### config.mk
export PLATFORM = sky130hd
export DESIGN_NAME = fma_share_arbiter
export DESIGN_NICKNAME = d
export VERILOG_FILES = /design/src/rtl/fma_share_arbiter.sv
export SDC_FILE = /design/constraint.sdc
export NUM_CORES = 1
export LEC_CHECK = 0
export CAP_MARGIN = 20
export CORE_AREA = 2 2 258 260
export DETAILED_ROUTE_END_ITERATION = 8
export DIE_AREA = 0 0 260 262
export PLACE_DENSITY_LB_ADDON = 0.1
export SETUP_SLACK_MARGIN = 0.4
export SLEW_MARGIN = 40
export SYNTH_ARGS = -nofsm -noshare
export SYNTH_HDL_FRONTEND = slang
export SYNTH_SLANG_ARGS = --single-unit
### constraint.sdc
create_clock -name clk -period 2 [get_ports clk]
set_clock_uncertainty 0.1 [all_clocks]
set_input_delay 0.4 -clock clk [delete_from_list [all_inputs] [get_ports clk]]
set_output_delay 0.4 -clock clk [all_outputs]
set_load 0.1 [all_outputs]
### src/rtl/fma_share_arbiter.sv
// Round-robin front end that shares one pipelined FP32 FMA core between NUM_REQ engines.
// A tag rides alongside each issue so the returning result lands in the issuer's holding register.
module fma_share_arbiter #(
    parameter int NUM_REQ = 4,
    parameter int LAT     = 3,
    parameter int TAG_W   = 2
) (
    input  logic                    clk,
    input  logic                    rst_n,
    input  logic [NUM_REQ-1:0]      req_valid,
    output logic [NUM_REQ-1:0]      req_ready,
    input  logic [NUM_REQ*32-1:0]   req_a,
    input  logic [NUM_REQ*32-1:0]   req_b,
    input  logic [NUM_REQ*32-1:0]   req_c,
    output logic                    fma_in_valid,
    output logic [31:0]             fma_a,
    output logic [31:0]             fma_b,
    output logic [31:0]             fma_c,
    input  logic [31:0]             fma_result,
    output logic [NUM_REQ-1:0]      resp_valid,
    input  logic [NUM_REQ-1:0]      resp_ready,
    output logic [NUM_REQ*32-1:0]   resp_data
);

    localparam int DATA_W = 32;
    localparam logic [TAG_W:0] NUM_REQ_W = (TAG_W+1)'(NUM_REQ);

    function automatic logic [TAG_W-1:0] wrap_add(input logic [TAG_W-1:0] base,
                                                  input logic [TAG_W:0]   ofs);
        logic [TAG_W:0] sum;
        sum = {1'b0, base} + ofs;
        if (sum >= NUM_REQ_W) sum = sum - NUM_REQ_W;
        return sum[TAG_W-1:0];
    endfunction

    logic [NUM_REQ-1:0] busy;
    logic [NUM_REQ-1:0] eligible;
    logic [TAG_W-1:0]   rr_ptr;
    logic [TAG_W-1:0]   cand;
    logic [TAG_W-1:0]   grant_idx;
    logic               grant_any;
    logic               vld_p0;
    logic [TAG_W-1:0]   tag_p0;
    logic               cap_vld;
    logic [TAG_W-1:0]   cap_tag;

    assign eligible = req_valid & ~busy;

    // Search begins at the rr pointer and wraps; operands never influence the grant.
    always_comb begin
        grant_any = 1'b0;
        grant_idx = '0;
        cand      = '0;
        for (int k = 0; k < NUM_REQ; k++) begin
            cand = wrap_add(rr_ptr, (TAG_W+1)'(k));
            if (!grant_any && eligible[cand]) begin
                grant_any = 1'b1;
                grant_idx = cand;
            end
        end
    end

    assign req_ready = grant_any ? (NUM_REQ'(1) << grant_idx) : '0;

    // Issue stage p0: operands and tag registered toward the core.
    always_ff @(posedge clk or negedge rst_n) begin
        if (!rst_n) begin
            vld_p0 <= 1'b0;
            rr_ptr <= '0;
            fma_a  <= '0;
            fma_b  <= '0;
            fma_c  <= '0;
        end else begin
            vld_p0 <= grant_any;
            if (grant_any) begin
                fma_a  <= req_a[grant_idx*DATA_W +: DATA_W];
                fma_b  <= req_b[grant_idx*DATA_W +: DATA_W];
                fma_c  <= req_c[grant_idx*DATA_W +: DATA_W];
                rr_ptr <= wrap_add(grant_idx, (TAG_W+1)'(1));
            end
        end
    end

    always_ff @(posedge clk) begin
        if (grant_any) tag_p0 <= grant_idx;
    end

    assign fma_in_valid = vld_p0;

    generate
        if (LAT == 0) begin : g_comb_core
            assign cap_vld = vld_p0;
            assign cap_tag = tag_p0;
        end else begin : g_tag_pipe
            logic             vld_dly [LAT];
            logic [TAG_W-1:0] tag_dly [LAT];

            // Stages p1..pLAT track the core latency; the last one lines up with fma_result.
            always_ff @(posedge clk or negedge rst_n) begin
                if (!rst_n) begin
                    for (int s = 0; s < LAT; s++) vld_dly[s] <= 1'b0;
                end else begin
                    vld_dly[0] <= vld_p0;
                    for (int s = 1; s < LAT; s++) vld_dly[s] <= vld_dly[s-1];
                end
            end

            always_ff @(posedge clk) begin
                tag_dly[0] <= tag_p0;
                for (int s = 1; s < LAT; s++) tag_dly[s] <= tag_dly[s-1];
            end

            assign cap_vld = vld_dly[LAT-1];
            assign cap_tag = tag_dly[LAT-1];
        end
    endgenerate

    // Capture stage: result steered into the issuer's holding register.
    always_ff @(posedge clk or negedge rst_n) begin
        if (!rst_n) begin
            busy       <= '0;
            resp_valid <= '0;
            resp_data  <= '0;
        end else begin
            busy       <= (busy | (req_valid & req_ready)) & ~(resp_valid & resp_ready);
            resp_valid <= resp_valid & ~resp_ready;
            if (cap_vld) begin
                resp_valid[cap_tag]                   <= 1'b1;
                resp_data[cap_tag*DATA_W +: DATA_W]   <= fma_result;
            end
        end
    end

    assert property (@(posedge clk) disable iff (!rst_n) $onehot0(req_ready));
    assert property (@(posedge clk) disable iff (!rst_n) cap_vld |-> busy[cap_tag]);
    assert property (@(posedge clk) disable iff (!rst_n) cap_vld |-> !resp_valid[cap_tag]);

endmodule

### Word level (Yosys, flattened, before mapping)

Memory sizes are Yosys's and may differ from the RTL's.
Cells that the tools add are included.

* add/sub/neg operators: 10
* order comparisons: 11
* shifts and indexed selects: 6
* muxes and demuxes: 26
* bitwise logic cells: 10
* reduce and logical (&&, ||, !) cells: 7

Operators with widths (count)
* $shiftx 128x8->32: 3
* $bwmux 128: 1
* $shift 32x34->128 const A: 1
* $shiftx 32x34->128: 1
* $neg 7->34: 1
* $and 4x4->4: 5
* $mux 2: 9
* $lt 2x3->1 const B: 5
* $ge 3x3->1 const B: 4
* $not 4->4: 3
* $sub 2x1->2 const B: 5
* $mux 1: 9
* $bmux 1 s2: 4
* $mux 4: 2
* $or 4x4->4: 2
* $add 2x1->3 const B: 2
* $add 2x2->3 const B: 2
* $logic_and 1x1->1: 4
* $shl 1x2->4 const A: 1
* $ge 2x3->1 const B: 1
* $logic_not 1->1: 3
* $demux 1 s2: 1
* $ge 2x1->1 const B: 1

* flip-flop bits (word level): 240
* memory bits (writable): 6
* bits of input ports: 426
* output and inout bits: 233
* memories: 1

Memory list
* g_tag_pipe.tag_dly: words 3, bits a word 2, read ports 3, clocked after Yosys merged registers in 0, write ports 3, line 96 `logic [TAG_W-1:0] tag_dly [LAT];`

### Depth between registers and ports, before layout

* word-level depth: 19
* gate-level depth with buffers: 8
* gate-level depth less buffers: 6

### Least setup slack after synthesis

Ideal clock, no wire load.

* path type: input to output
* start point: in req_valid[2]
* end point: out req_ready[0]
* arrival time: 3.445 ns
* required time: 1.500 ns
* slack: -1.945 ns
* cell stages on the path: 7
* cell sequence: nor3b_1 -> a21oi_2 -> a22oi_1 -> buf_4 -> inv_2 -> buf_2 -> nor3_1

* cells in the longest elaborated chain, start to end: 15
* elaborated cells between the ends (all ways): 25
* classes of those cells: shift (1); mux (17); bitwise (1); reduce/logical (6)

Ends and longest elaborated chain
* from (decl): line 10 `input logic [NUM_REQ-1:0] req_valid,`
* $and 4x4->4 (*): line 47 `assign eligible = req_valid & ~busy;`
* $bmux 1 s2: line 56 `if (!grant_any && eligible[cand]) begin`
* $mux 1 (not written as such): line 56
* $mux 1: line 56
* $logic_not 1->1: line 56
* $logic_and 1x1->1: line 56
* $mux 1: line 56
* $logic_not 1->1: line 56
* $logic_and 1x1->1: line 56
* $mux 1: line 56
* $logic_not 1->1: line 56
* $logic_and 1x1->1: line 56
* $mux 2: line 56
* $shl 1x2->4: line 63 `assign req_ready = grant_any ? (NUM_REQ'(1) << grant_idx) : '0;`
* $mux 4 (*): line 63
* to (decl): line 11 `output logic [NUM_REQ-1:0] req_ready,`

Mark *: on every way between the ends. The rest lies on a longest branch, timed or not. The select of a mux whose other input is x is not followed.

### Worst setup path after layout

* start point: reg busy[1]
* end point: out req_ready[1]

* cells in the longest elaborated chain, start to end: 16
* elaborated cells between the ends (all ways): 26
* classes of those cells: shift (1); mux (17); bitwise (2); reduce/logical (6)

Ends and longest elaborated chain
* from (decl): line 36 `logic [NUM_REQ-1:0] busy;`
* from (signal assigned): line 125 `busy <= (busy | (req_valid & req_ready)) & ~(resp_valid & resp_ready);`
* $not 4->4 (*): line 47
* $and 4x4->4 (*): line 47
* $bmux 1 s2: line 56
* $mux 1 (not written as such): line 56
* $mux 1: line 56
* $logic_not 1->1: line 56
* $logic_and 1x1->1: line 56
* $mux 1: line 56
* $logic_not 1->1: line 56
* $logic_and 1x1->1: line 56
* $mux 1: line 56
* $logic_not 1->1: line 56
* $logic_and 1x1->1: line 56
* $mux 2: line 56
* $shl 1x2->4: line 63
* $mux 4 (*): line 63

Marked as above.

==> results.ini <==
[setup_path]
rr_endpoint = fma_c[29]$_DFFE_PN0N_
crit_path_max_incr_delay_ns = 0.39
cp_max_fo = 3
cp-end-kind = output pin
start_kind = flop
r2r_start = busy[2]$_DFF_PN0_
worstPathArrival_ns = 2.19
cp_top_family = buffers and inverters
path_cells = nand2b_4, buf_6, a21boi_4, a22oi_2, buf_4, buf_6, buf_6, nor2_4, buf_12
r2r_slack_ns = -0.52
slowest_stage = dfrtp_1
critical_path_class = flop to output pin
r2r_cells = 12
path_common_cell = buf_6
cp.required_ns = 1.50
worst-path-buf-inv = 5

[yosys]
synthFlopType = dfrtp_1
synth.area.top_cells = dfrtp_1, a211oi_1, a22o_1
synth-warning-count = 0
syn_inst = 1129
yosysMostFrequentCell = dfrtp_1
syn_area_sq_um = 12200
synth_top_area_share_pct = 49.0
synth_nets = 1563
synth_commonest_cells = dfrtp_1, a211oi_1, a22o_1, inv_1, nor2_1
ys_seq_area_share_pct = 50.4
ys_ff_latch = 246
syn_area_per_cell_sq_um = 10.8
yosysTopAreaCell = dfrtp_1
synth-edff-count = 2
async_reset_ff_share_pct = 96.7
ys_types = 36

[clock_network]
clock-sinks = 246
cts-root-buf = clkbuf_16
clock_latency_ns = 0.55
cts_buffer_depth = 3
tritoncts.num_buffers = 35
clkTransAtPathRegs_ns = 0.06
h-tree-depth = 2
cts_tree = done

[hold_path]
min_path_type = flop to flop
min_from = g_tag_pipe.tag_dly[0][2]$_DFF_P_
whs_endpoint = g_tag_pipe.tag_dly[0][4]$_DFF_P_
holdPathStages = 0

[final_layout]
final_area_sq_um = 28700
drive_gt1_share_pct = 41.5
nets = 2470
area_growth_pct = 136
final_cells = 2938

[floorplan]
die_w_um = 260
die_area_sq_um = 68100
core_area_sq_um = 65300
die-height_um = 262
pin_count = 659
initial_core_util_pct = 18.6
num_rows = 94

[status]
outcome = finished, violations left
violations = negative setup slack

[run]
cap_viol_max_count = 0

[drt]
finalWirelength_um = 76100
first_pass_iters = 5
drc = 0
vias = 13800
via_per_inst = 4.69
drt_iter0_drc = 660
ant_nets = 0
wl_per_cell_um = 25.9

[sta]
fmax_ghz = 0.372
hold_viol_final = 0
post-route-min-period_ns = 2.69
maxSlewViolCount = 0
slew_headroom_pct = 66.1
layout_worst_path_cycle_share_pct = 135
setup_viol = 102
setup_ws_ns = -0.691
grt_setup_unrepaired = true
tightest_slew_ns = 0.508

[placed_design]
dpl_worst_slack_ns = -0.888
dp_cells = 2650
gp_congestion = 0.832
place_area_sq_um = 23100
portBuffers = 658
hpwl_um = 49800

[grt]
grt_antenna_before_repair = 19
overflow = 0
grt_pass1_wl_um = 101000
track_usage_pct = 20.5
grt_max_degree = 59
grt_pass1_vias = 14100

per-layer routing:
metal	up-vias	wire length, um	track usage, %
li1	6165	-	-
met1	6948	29000	23.5
met2	534	39500	35.6
met3	120	5390	6.30
met4	14	2060	7.79
met5	-	96	0
cell type report:
cell class,count,area [sq um]
clock buffers,52,1060
flip-flops and latches,246,6150
multi-input cells,662,6830
fillers,6073,36600
well taps,864,1080
diodes,11,27.5
inverters,105,417
clock inverters,12,156
repair buffers,986,12900
worst reg2reg max path: cells and delay by family, from the launching register on:
kind	cells	cell delay, ns
DFF	1	0.45
muxes	1	0.29
and+or+nand+nor	1	0.27
buffers and inverters	7	0.85
AOI/OAI and AO/OA	3	0.43
state kept, by name, indices dropped and copies added, names as in the netlist:
register and cells:
resp_valid 4, g_tag_pipe.vld_dly 2, cap_vld 1, rr_ptr 2, resp_data 128, fma_c 32, fma_b 32, tag_p0 2
g_tag_pipe.tag_dly 6, fma_a 32, fma_in_valid 1, busy 4
what timing repair did:
item | CTS | global route
pin swaps | 64 | 84
hold endpoints to repair | 39 | 0
hold buffers | 1 | 0
buffers inserted | 46 | 131
setup endpoints to repair | 467 | 468
resized for setup | 233 | 169
gates cloned | 24 | 11
how the worst max path moves through the flow:
stage | start | end | depth (start not counted)
3_5_place_dp | req_valid[1] | fma_a[6]$_DFFE_PN0N_ | 10
6_report | busy[1]$_DFF_PN0_ | req_ready[1] | 9
3_3_place_gp | req_valid[1] | fma_a[6]$_DFFE_PN0N_ | 10
5_1_grt | rr_ptr[0]$_DFFE_PN0N_ | req_ready[0] | 6
2_1_floorplan | busy[2]$_DFF_PN0_ | req_ready[0] | 7
4_1_cts | rr_ptr[0]$_DFFE_PN0N_ | req_ready[0] | 6
through the flow:
step	utilization, %	setup TNS (ns)	hold WS, ns
2_1_floorplan	-	-4.44	0.00441
3_3_place_gp	35.4	-66.94	0.212
3_5_place_dp	35.4	-69.11	0.216
4_1_cts	40.7	-33.00	0.228
5_1_grt	43.9	-49.15	0.233
6_report	43.9	-39.04	0.226
layout by cell type, fill, tap and decap left out, drive strengths merged, types with 3 or more instances in the layout:
cell type and n:
a211oi 192, a21oi 3, a221oi 96, a22o 128
a2bb2oi 4, buf 550, bufinv 3, clkbuf 61
clkdlybuf4s50 424, clkinv 6, dfrtp 238, dfxtp 6
diode 11, ha 8, inv 107, mux2i 96
nand2 9, nor2 102, nor2b 4, nor4b 3
o21ai 4
cells by family (layout without fill, tap and decap cells):
logic type,Yosys count,in the layout,share of synthesized area (%)
flip-flops,246,246,50.4
multiplexers,96,96,7.90
AO/OA/AOI/OAI,432,432,29.0
buffers and inverters,221,1155,7.47
adder cells (fa/ha/maj),8,8,0.823
AND/OR/NAND/NOR,126,126,4.39
other,0,11,0
Power is not shown: default switching activity piles up to over one toggle a cycle in this logic, so the estimate is an artifact.
